<file path="config.mk">
export PLATFORM = sky130hd
export DESIGN_NAME = cam_capture
export DESIGN_NICKNAME = d
export VERILOG_FILES = /design/src/rtl/cam_capture.sv
export SDC_FILE = /design/constraint.sdc
export NUM_CORES = 1
export LEC_CHECK = 0
export BUFFER_PORTS_ARGS = -buffer_cell sky130_fd_sc_hd__buf_4
export CAP_MARGIN = 20
export CORE_AREA = 2 2 86 88
export DETAILED_ROUTE_END_ITERATION = 16
export DIE_AREA = 0 0 88 90
export PLACE_DENSITY = 0.7
export RECOVER_POWER = 50
export SYNTH_ARGS = -nofsm -noshare
export SYNTH_HDL_FRONTEND = slang
export SYNTH_SLANG_ARGS = --single-unit
</file>
<file path="constraint.sdc">
create_clock -name p_clock -period 2.65 [get_ports p_clock]
set_clock_uncertainty 0.2 [all_clocks]
set_input_delay 0.53 -clock p_clock [delete_from_list [all_inputs] [get_ports p_clock]]
set_output_delay 0.53 -clock p_clock [all_outputs]
set_load 0.05 [all_outputs]
</file>
<file path="src/rtl/cam_capture.sv">
// cam_capture: OV7670 8-bit parallel bus capture front end.
//
// Follows VSYNC/HREF framing, pairs RGB565 bytes (high byte first) into
// 16-bit pixels and emits each accepted pixel with a one-cycle valid strobe
// and its linear frame-buffer address (line*H_PIXELS + column).
//
// Ports:
//   p_clock      camera pixel clock, all logic on its rising edge
//   rst          synchronous active-high reset
//   vsync        frame sync, high = vertical blanking
//   href         line valid, high = cam_data carries a byte
//   cam_data     camera data byte
//   pixel_data   assembled pixel {first byte, second byte}
//   pixel_valid  one-cycle strobe for pixel_data / pixel_addr
//   pixel_addr   linear address of the strobed pixel
//   frame_done   one-cycle strobe when a captured frame ends
//   capturing    high while inside a frame (LINE_HI / LINE_LO)
module cam_capture #(
  parameter int H_PIXELS = 160,
  parameter int V_LINES  = 120,
  parameter int ADDR_W   = 15
) (
  input  logic              p_clock,
  input  logic              rst,
  input  logic              vsync,
  input  logic              href,
  input  logic [7:0]        cam_data,
  output logic [15:0]       pixel_data,
  output logic              pixel_valid,
  output logic [ADDR_W-1:0] pixel_addr,
  output logic              frame_done,
  output logic              capturing
);

  localparam int COL_W  = $clog2(H_PIXELS + 1);
  localparam int LINE_W = $clog2(V_LINES + 1);

  localparam logic [COL_W-1:0]  H_MAX  = COL_W'(H_PIXELS);
  localparam logic [LINE_W-1:0] V_MAX  = LINE_W'(V_LINES);
  localparam logic [ADDR_W-1:0] H_STEP = ADDR_W'(H_PIXELS);

  typedef enum logic [1:0] {
    WAIT_VS    = 2'd0,
    WAIT_START = 2'd1,
    LINE_HI    = 2'd2,
    LINE_LO    = 2'd3
  } state_t;

  state_t              state_q, state_d;
  logic [7:0]          hi_q, hi_d;
  logic [COL_W-1:0]    col_q, col_d;
  logic [LINE_W-1:0]   line_q, line_d;
  // Address of column 0 of the current line; adding the column gives the
  // pixel address without a multiplier.
  logic [ADDR_W-1:0]   line_base_q, line_base_d;
  logic                href_prev_q, href_prev_d;
  logic [15:0]         pixel_data_q, pixel_data_d;
  logic                pixel_valid_q, pixel_valid_d;
  logic [ADDR_W-1:0]   pixel_addr_q, pixel_addr_d;
  logic                frame_done_q, frame_done_d;
  logic                capturing_q, capturing_d;

  logic in_line;
  logic eol;
  logic form;
  logic accept;

  // vsync has priority over href everywhere inside a frame.
  assign in_line = (state_q == LINE_HI) || (state_q == LINE_LO);
  assign eol     = in_line && !vsync && !href && href_prev_q;
  assign form    = (state_q == LINE_LO) && !vsync && href;
  assign accept  = form && (col_q < H_MAX) && (line_q < V_MAX);

  // State register and datapath registers
  always_ff @(posedge p_clock) begin
    if (rst) begin
      state_q       <= WAIT_VS;
      hi_q          <= '0;
      col_q         <= '0;
      line_q        <= '0;
      line_base_q   <= '0;
      href_prev_q   <= 1'b0;
      pixel_data_q  <= '0;
      pixel_valid_q <= 1'b0;
      pixel_addr_q  <= '0;
      frame_done_q  <= 1'b0;
      capturing_q   <= 1'b0;
    end else begin
      state_q       <= state_d;
      hi_q          <= hi_d;
      col_q         <= col_d;
      line_q        <= line_d;
      line_base_q   <= line_base_d;
      href_prev_q   <= href_prev_d;
      pixel_data_q  <= pixel_data_d;
      pixel_valid_q <= pixel_valid_d;
      pixel_addr_q  <= pixel_addr_d;
      frame_done_q  <= frame_done_d;
      capturing_q   <= capturing_d;
    end
  end

  // Next-state logic
  always_comb begin
    state_d = state_q;
    case (state_q)
      WAIT_VS: begin
        // Never start mid-frame: require a blanking interval first.
        if (vsync) state_d = WAIT_START;
      end
      WAIT_START: begin
        if (!vsync) state_d = LINE_HI;
      end
      LINE_HI: begin
        if (vsync)     state_d = WAIT_START;
        else if (href) state_d = LINE_LO;
      end
      LINE_LO: begin
        // href low here is always a line end (we arrived with href high);
        // the orphan high byte is dropped by simply returning to LINE_HI.
        if (vsync)                    state_d = WAIT_START;
        else if (href || href_prev_q) state_d = LINE_HI;
      end
      default: state_d = WAIT_VS;
    endcase
  end

  // Output / datapath next-state logic
  always_comb begin
    hi_d          = hi_q;
    col_d         = col_q;
    line_d        = line_q;
    line_base_d   = line_base_q;
    pixel_data_d  = pixel_data_q;
    pixel_valid_d = 1'b0;
    pixel_addr_d  = pixel_addr_q;
    frame_done_d  = 1'b0;
    href_prev_d   = in_line && !vsync && href;
    capturing_d   = (state_d == LINE_HI) || (state_d == LINE_LO);

    if ((state_q == WAIT_START) && !vsync) begin
      col_d        = '0;
      line_d       = '0;
      line_base_d  = '0;
      pixel_addr_d = '0;
    end

    if ((state_q == LINE_HI) && !vsync && href) begin
      hi_d = cam_data;
    end

    if (form) begin
      if (accept) begin
        pixel_data_d  = {hi_q, cam_data};
        pixel_valid_d = 1'b1;
        pixel_addr_d  = line_base_q + ADDR_W'(col_q);
      end
      // Saturating column count keeps overlong lines from wrapping back
      // into the accepted range.
      if (col_q != H_MAX) col_d = col_q + COL_W'(1);
    end

    if (eol) begin
      col_d = '0;
      if (line_q != V_MAX) begin
        line_d      = line_q + LINE_W'(1);
        line_base_d = line_base_q + H_STEP;
      end
    end

    if (in_line && vsync) begin
      frame_done_d = 1'b1;
      hi_d         = '0;
    end
  end

  assign pixel_data  = pixel_data_q;
  assign pixel_valid = pixel_valid_q;
  assign pixel_addr  = pixel_addr_q;
  assign frame_done  = frame_done_q;
  assign capturing   = capturing_q;

endmodule

</file>
==> flow_metrics.tcl, run 1 <==
set metrics [dict create \
    status "finished clean" \
    grt_overflow_total 0 \
    insertion_delay_ns 0.35 \
    ys_async_sr_fraction 0 \
    synth_flop_cell "dfxtp_1" \
    yosys.area_share.adder 0.0533 \
    clock_path_buffers 2 \
    die_w_microns 88 \
    yosys.area_share.simple 0.251 \
    drtIter0Drc 122 \
    critPathLaunchType "flip-flop" \
    core_sq_um 7020 \
    place.gp.congestion 0.869 \
    synth_mux_area_frac 0.0128 \
    cts_root_buf "clkbuf_8" \
    die_y_microns 90 \
    reg2reg_depth 8 \
    postCtsSetupBuffers 0 \
    powerDensity_nw_per_um2 517 \
    hold_viol 0 \
    timing.max_cap.violations 0 \
    grt_usage 0.204 \
    crit_buf_inv 1 \
    slew_headroom 0.391 \
    vias 2947 \
    path_depth 8 \
    grt_pass1_wl_mm 12.9 \
    setup_tns_ns 0 \
    ys_seq_elements 75 \
    dr.pass1.iters 4 \
    p_leak_uw 0.00146 \
    tritoncts "built" \
    cp_max_fo 5 \
    clock_sinks 75 \
    synth_top_family_by_area "simple AND/OR/NAND/NOR gates" \
    synth_compound_area_frac 0.175 \
    fin_crit_ns 2.51 \
    drive_gt1_frac 0.0959 \
    io_buffers 45 \
    hpwl_mm 5.51 \
    hold_path.class "in2reg" \
    grt_start_max_net_pins 45 \
    synth_nets 435 \
    clk_pin_slew_ns 0.09 \
    initial_utilization 0.488 \
    syn-cell-area_sq_um 3420 \
    crit_chain "ha_1, inv_1, fa_1, nor2b_1, o2111ai_2, a211oi_2, nor4_1, nor4_1" \
    synth_cells 409 \
    slowest_stage "dfxtp_1" \
    max_stage_delay_ns 0.43 \
    hold_path_depth 2 \
    wl_per_cell_microns 13.8 \
    finalSetupViolCount 0 \
    drc 0 \
    crit_top_cell "nor4_1" \
    final_max_slew_viol_count 0 \
    ant_nets 0 \
    placementRows 31 \
    final.period_utilization 0.948 \
    wl_mm 7.72 \
    ys_warn_count 0 \
    worstMarginPinSlew_ns 0.914 \
    syn2layout_area_growth_pct 14.2 \
    crit_required_ns 2.71 \
    ir_worst_vdd_v 0.000254 \
    crit_family "adder cells" \
    diodes 0 \
    first_global_vias 2658 \
    nets 480 \
    synth.distinct_cells 52 \
    synth_edf_count 0 \
    die_area_sq_um 7920 \
    cts-hold-fix-buffers 0 \
    antenna_found_initial 0 \
    postLayoutCellArea_sq_um 3910 \
    avgSynthCellArea_sq_um 8.37 \
    cts_buffers 9 \
    ys_seq_area_frac 0.438 \
    cp-end-kind "flip-flop" \
    placed_area_sq_um 3860 \
    worstSetupPathType "reg2reg" \
    htree_levels 3 \
    cp.arrival_ns 2.57 \
    io_pins 46 \
    max_freq_mhz 398 \
    vias_per_cell 5.28 \
    yosys.area_share.xor_xnor 0.0384 \
]
==> Yosys cell counts (4+ instances only) <==
cell type	number	share of area
dfxtp_1	75	0.44
nand2_1	72	0.079
a21oi_1	44	0.064
nor2_1	40	0.044
nand3_1	15	0.022
ha_1	13	0.047
o21ai_0	10	0.015
clkbuf_1	9	0.0099
inv_1	9	0.0099
nor3_1	8	0.012
or3_1	8	0.015
xnor2_1	8	0.020
xor2_1	7	0.018
buf_2	6	0.0088
nor4_1	6	0.011
o211ai_1	6	0.013
a211oi_1	5	0.011
a21o_1	5	0.011
nand2b_1	5	0.0091
a31oi_1	4	0.0073
and2_1	4	0.0073
nand4_1	4	0.0073
==> cells by family (layout without fill, tap and decap cells) <==
logic type                 after synthesis  count (layout)
adders and majority gates               14              14
and+or+nand+nor                        179             179
muxes                                    4               4
buffers and inverters                   26              76
xor gates and xnor gates                15              15
DFF                                     75              75
AOI/OAI and AO/OA                       96              96
==> registers in the layout, summed over array words and instances (netlist names) <==
signal and cells:
line_base_q 15, href_prev_q 1, frame_done 1, pixel_addr 15, state_q 2, hi_q 8, pixel_valid 1, pixel_data 16
capturing 1, line_q 7, col_q 8
==> cell type report <==
type	count	area (sq um)
Sequential cell	75	1500
Clock inverter	7	57.6
Clock buffer	9	124
Inverter	9	33.8
Fill cell	680	3110
Tap cell	99	124
Timing Repair Buffer	51	250
Multi-Input combinational cell	308	1820
==> stage by stage <==
stage               setup WS, ns  total power, uW  cells  utilization  hold slack, ns
floorplan                  0.374             1200    409            -           0.232
global placement           0.209             1230    542        0.550           0.236
detailed placement         0.119             1230    542        0.550           0.247
CTS                       0.0880             2050    558        0.576           0.176
global route            -0.00264             2100    558        0.557           0.201
finish                     0.138             2020    558        0.557           0.194
==> report_power, final <==
group	switching (uW)	total (uW)	internal, uW
registers	4.26	1130	1130
clock network	468	822	354
logic	45.7	68.0	22.3
==> worst paths after layout <==
check	to	slack (ns)	from
worst max-delay path	pixel_addr[14]	0.14	col_q[0]
worst min-delay path	capturing	0.19	vsync
worst max register to register	pixel_addr[14]	0.14	col_q[0]
worst min register to register	pixel_data[8]	0.26	hi_q[0]
==> cell usage in the layout, fill, tap and decap left out, drive strengths merged, types with 2 or more instances in the layout <==
cell type | Yosys | final
nand4 | 4 | 4
o21ai | 13 | 13
ha | 13 | 13
and2 | 4 | 4
a22o | 2 | 2
a31oi | 4 | 4
clkinvlp | 0 | 2
nor3 | 8 | 8
o211ai | 6 | 6
o211a | 2 | 2
dfxtp | 75 | 75
buf | 8 | 15
nor3b | 2 | 2
nor2 | 40 | 40
and3 | 2 | 2
clkbuf | 9 | 45
nor4 | 6 | 6
o21a | 3 | 3
xnor2 | 8 | 8
nand2b | 5 | 5
or3 | 8 | 8
nand3 | 15 | 15
a21o | 5 | 5
or2 | 2 | 2
mux2 | 3 | 3
nand2 | 72 | 72
o2111ai | 2 | 2
a211oi | 6 | 6
a22oi | 2 | 2
a21oi | 44 | 44
nand3b | 3 | 3
xor2 | 7 | 7
nor2b | 3 | 3
inv | 9 | 13
==> per-layer routing <==
| metal | track usage | part of all wire | vias up |
|---|---|---|---|
| li1 | - | - | 1532 |
| met1 | 0.297 | 0.52 | 1357 |
| met2 | 0.299 | 0.44 | 44 |
| met3 | 0.0349 | 0.029 | 14 |
| met4 | 0.0782 | 0.018 | 0 |
| met5 | 0 | 0 | - |
==> repair_timing <==
| action | CTS | global route |
|---|---|---|
| endpoints found under the setup margin | 0 | 3 |
| resized for setup | 0 | 3 |
| endpoints found under the hold margin | 0 | 0 |
(Power assumes the default switching activity.)
==> run 2: changes to the inputs <==
CORE_AREA = 2 2 81 83   (was 2 2 86 88)
DIE_AREA = 0 0 83 85   (was 0 0 88 90)
PLACE_DENSITY = 0.77   (was 0.7)
==> run 2 against run 1 <==
Effect of this change: worst setup slack gained 0.038 ns; critical path type unchanged; design area shrank 0.61%; clock power grew 0.9%; sequential cell count is the same; fmax grew 1.5%; first-iteration DRC count grew 67%.
==> flow_metrics.tcl, run 2 (synthesis gave the netlist of run 1 again) <==
set metrics [dict create \
    hold_viol 0 \
    layout.cells.most_common "dfxtp_1" \
    cts_resized 0 \
    worst_slack_ns 0.176 \
    diodes 0 \
    wl_per_cell_microns 14.5 \
    cp.arrival_ns 2.54 \
    combPwrFrac 0.034 \
    initial_utilization 0.552 \
    clock_path_buffers 2 \
    drtIter0Drc 204 \
    antenna_found_initial 0 \
    postCtsSetupBuffers 0 \
    reg2reg_slack_ns 0.18 \
    p_leak_uw 0.00146 \
    slew_headroom 0.494 \
    min_from "vsync" \
    cp-end-kind "flip-flop" \
    final_cell_mix "dfxtp_1, nand2_1, a21oi_1" \
    reg2reg_from "col_q[0]" \
    clk_pin_slew_ns 0.09 \
    grt_overflow_total 0 \
    hold_path.class "in2reg" \
    htree_levels 3 \
    pre_cts_slack_ns 0.169 \
    p_sw_frac 0.259 \
    clock_sinks 75 \
    cts-hold-fix-buffers 0 \
    powerDensity_nw_per_um2 523 \
    tritoncts "built" \
    postLayoutCellArea_sq_um 3890 \
    crit_required_ns 2.72 \
    hpwl_mm 5.41 \
    io_buffers 45 \
    cts_root_buf "clkbuf_8" \
    timing.max_cap.violations 0 \
    nets 479 \
    first_global_vias 2799 \
    die_y_microns 85 \
    io_pins 46 \
    ant_nets 0 \
    critPathLaunch "col_q[0]" \
    final_max_slew_viol_count 0 \
    drive_gt1_frac 0.0939 \
    power_frac_seq 0.558 \
    wl_mm 7.78 \
    power.switching_uw 526 \
    hold_path_depth 2 \
    vias_per_cell 5.66 \
    status "finished clean" \
    grt_pass1_wl_mm 12.8 \
    place.gp.congestion 0.897 \
    crit_end "pixel_addr[12]" \
    largest_reg_flops 16 \
    insertion_delay_ns 0.36 \
    critPathLaunchType "flip-flop" \
    grt_usage 0.224 \
    placed_area_sq_um 3840 \
    max_freq_mhz 404 \
    die_w_microns 83 \
    vias 3030 \
    power_frac_clock 0.408 \
    finalSetupViolCount 0 \
    die_area_sq_um 7060 \
    placementRows 29 \
    reg2reg_depth 8 \
    ir_worst_vdd_v 0.000364 \
    final.period_utilization 0.934 \
    cp_max_fo 5 \
    core_sq_um 6200 \
    worstMarginPinSlew_ns 0.752 \
    dr.pass1.iters 4 \
    syn2layout_area_growth_pct 13.6 \
    drc 0 \
    timing.rr.end "pixel_addr[12]" \
    worstSetupPathType "reg2reg" \
    intPower_uw 1510 \
    fin_crit_ns 2.47 \
    cts_buffers 9 \
    grt_start_max_net_pins 45 \
]
## run 2: cell type report
| type | count | area, sq um |
|---|---|---|
| multi-input cells | 308 | 1820 |
| clock inverters | 7 | 57.6 |
| clock buffers | 9 | 124 |
| inverters | 9 | 33.8 |
| repair buffers | 50 | 258 |
| fillers | 550 | 2320 |
| flip-flops and latches | 75 | 1500 |
| well taps | 77 | 96.3 |
## run 2: per-layer routing
metal	global-route usage	part of all wire	wire length [microns]	up-vias
met5	0	0	0	-
met4	0.104	0.018	141	0
met3	0.0350	0.049	379	11
met2	0.368	0.47	3680	65
met1	0.292	0.46	3580	1432
li1	-	-	-	1522
## run 2: power by group through the flow
stage	Sequential, uW	Clock [uW]	Combinational, uW
2_1_floorplan	1170	0	33.6
3_3_place_gp	1160	0	69.8
3_5_place_dp	1160	0	70.3
4_1_cts	1130	841	70.6
5_1_grt	1130	891	75.0
6_report	1130	829	69.5
## run 2: critical path, cell delays in order, from the launching register on
cell and delay, ns:
dfxtp_1 0.35, ha_1 0.21, inv_1 0.07, fa_1 0.38, nor2b_1 0.25, o2111ai_2 0.25
a211oi_2 0.33, nor4_1 0.07, nor4_1 0.27
## run 2: worst min path at each step
stage                           endpoint  slack [ns]
after detailed placement   pixel_data[5]        0.25
after floorplan           pixel_data[10]        0.23
after global routing          state_q[1]        0.20
final                         state_q[1]        0.20
after global placement    pixel_data[10]        0.24
after CTS                     state_q[1]        0.18
## run 2: through the flow
step	std cells	total power, uW	setup TNS, ns	util	hold slack (ns)
2_1_floorplan	409	1200	0	-	0.232
3_3_place_gp	519	1230	0	0.618	0.241
3_5_place_dp	519	1230	0	0.618	0.248
4_1_cts	535	2050	0	0.648	0.185
5_1_grt	535	2100	-0.0178	0.627	0.195
6_report	535	2030	0	0.627	0.195
==> run 3: changes to the inputs <==
ABC_AREA = 1   (was default)
ABC_CLOCK_PERIOD_IN_PS = 2650   (was default)
CORE_AREA = 2 2 84 86   (was 2 2 81 83)
DIE_AREA = 0 0 86 88   (was 0 0 83 85)
PLACE_DENSITY = 0.78   (was 0.77)
==> run 3 against run 2 <==
Effect of this change: largest cell class unchanged; synthesized area rose by 9.0%; fmax rose by 9.8%; final cell count rose by 23%; critical path depth did not move; routed wire length rose by 16%; critical path type unchanged; global-route usage rose by 2.2 points; count of clock-buffer cells in the layout did not move; sequential share of layout area fell by 2.5 points; worst setup slack improved by 0.22 ns; total power rose by 2.4%.
==> flow_metrics.tcl, run 3 <==
set metrics [dict create \
    worstSetupPathType "reg2reg" \
    io_pins 46 \
    hold_viol 0 \
    critPathLaunchType "flip-flop" \
    timing.max_cap.violations 0 \
    largest_reg_flops 16 \
    max_freq_mhz 444 \
    synth_edf_count 0 \
    nets 601 \
    synth_area_leaders "dfxtp_1, nand2_1, inv_1, nand3_1, nor2_1" \
    cts-hold-fix-buffers 0 \
    vias 3490 \
    die_y_microns 88 \
    crit_chain "inv_1, nor2_1, nand3_4, clkinv_2, nand2_4, nor2_4, inv_2, o21ai_0" \
    antenna_found_initial 0 \
    tritoncts "built" \
    p_leak_uw 0.00183 \
    crit_required_ns 2.74 \
    io_buffers 45 \
    final.period_utilization 0.851 \
    ys_async_sr_fraction 0 \
    drc 0 \
    die_area_sq_um 7570 \
    clk_pin_slew_ns 0.09 \
    setup_tns_ns 0 \
    fin_crit_ns 2.25 \
    synth_cells 528 \
    ys_warn_count 0 \
    synth_flop_cell "dfxtp_1" \
    cp_max_fo 35 \
    final_cell_mix "nand2_1, inv_1, dfxtp_1" \
    cts_resized 0 \
    ant_nets 0 \
    slowest_stage "nor2_4" \
    synth.most_common_cell "nand2_1" \
    hpwl_mm 6.59 \
    synth_top_area_frac 0.402 \
    crit_family "simple AND/OR/NAND/NOR gates" \
    grt_usage 0.246 \
    clock_path_buffers 2 \
    grt_pass1_wl_mm 14.4 \
    diodes 0 \
    ys_seq_elements 75 \
    avgSynthCellArea_sq_um 7.07 \
    final_max_slew_viol_count 0 \
    final_util 0.625 \
    finalSetupViolCount 0 \
    core_sq_um 6640 \
    cts_root_buf "clkbuf_8" \
    postCtsSetupBuffers 0 \
    synth.distinct_cells 36 \
    vias_per_cell 5.29 \
    drtIter0Drc 134 \
    place.gp.congestion 0.934 \
    htree_levels 3 \
    rsz0062_at_grt "false" \
    ys_seq_area_frac 0.402 \
    worstMarginPinSlew_ns 1.00 \
    cts_buffers 9 \
    cp-end-kind "flip-flop" \
    grt_overflow_total 0 \
    synth_nets 554 \
    hold_path.class "in2reg" \
    yosysTopAreaCell "dfxtp_1" \
    ir_worst_vdd_v 0.000400 \
    max_stage_delay_ns 0.37 \
    grt_start_max_net_pins 36 \
    dr.pass1.iters 4 \
    status "finished clean" \
    syn-cell-area_sq_um 3730 \
    powerDensity_nw_per_um2 501 \
    placementRows 30 \
    placed_area_sq_um 4110 \
    slew_headroom 0.334 \
    initial_utilization 0.562 \
    die_w_microns 86 \
    wl_per_cell_microns 13.7 \
    postLayoutCellArea_sq_um 4150 \
    syn2layout_area_growth_pct 11.3 \
    cp.arrival_ns 2.34 \
    wl_mm 9.02 \
    first_global_vias 3105 \
    synth_common_cells "nand2_1, dfxtp_1, inv_1" \
    clock_sinks 75 \
    drive_gt1_frac 0.0707 \
    layout.cells.most_common "nand2_1" \
    crit_buf_inv 3 \
    insertion_delay_ns 0.37 \
]
-- run 3: worst paths after layout --
| path | startpoint | to | slack, ns | cells past startpoint |
|---|---|---|---|---|
| hold reg to reg | line_base_q[4] | line_base_q[4] | 0.24 | 2 |
| setup / recovery | state_q[1] | pixel_addr[1] | 0.40 | 8 |
| setup reg to reg | state_q[1] | pixel_addr[1] | 0.40 | 8 |
| hold / removal | cam_data[7] | pixel_data[7] | 0.16 | 3 |
-- run 3: per-stage QoR --
| stage | hold slack [ns] | power [uW] | cells | worst slack (ns) |
|---|---|---|---|---|
| finish | 0.163 | 2080 | 660 | 0.396 |
| global route | 0.153 | 2150 | 660 | 0.196 |
| CTS | 0.158 | 2100 | 660 | 0.536 |
| detailed placement | 0.225 | 1250 | 644 | 0.472 |
| global placement | 0.222 | 1250 | 644 | 0.549 |
| floorplan | 0.212 | 1220 | 528 | 0.773 |
-- run 3: worst reg2reg max path, stage by stage (launching register included) --
cell      delay (ns)
dfxtp_1         0.35
inv_1           0.09
nor2_1          0.35
nand3_4         0.16
clkinv_2        0.11
nand2_4         0.22
nor2_4          0.37
inv_2           0.14
o21ai_0         0.19
-- run 3: report_power, final --
group / switching, uW / internal (uW) / total, uW
sequential: 4.94 / 1130 / 1140
clock: 498 / 363 / 861
combinational: 59.8 / 23.1 / 82.9
total: 562 / 1520 / 2080
-- run 3: final cells by class --
cell class / instances / area [sq um]
clock buffer: 9 / 124
clock inverter: 7 / 70.1
fill: 609 / 2490
inverter: 79 / 298
multi-input combinational: 361 / 1820
sequential: 75 / 1500
tap: 80 / 100
timing repair buffer: 49 / 236
-- run 3: per-layer routing --
layer / GRT usage / routed length [microns] / up-vias
li1: - / - / 1785
met4: 0.118 / 332 / 0
met5: 0 / 0 / -
met3: 0.0613 / 476 / 30
met2: 0.417 / 4310 / 94
met1: 0.293 / 3900 / 1581
-- run 3: cells by family after synthesis --
family,count (synthesis),share of synthesized area
flops,75,0.402
simple gates,265,0.318
fa+ha+maj,14,0.0489
xor+xnor,10,0.0235
buf+inv,92,0.104
compound gates,72,0.104
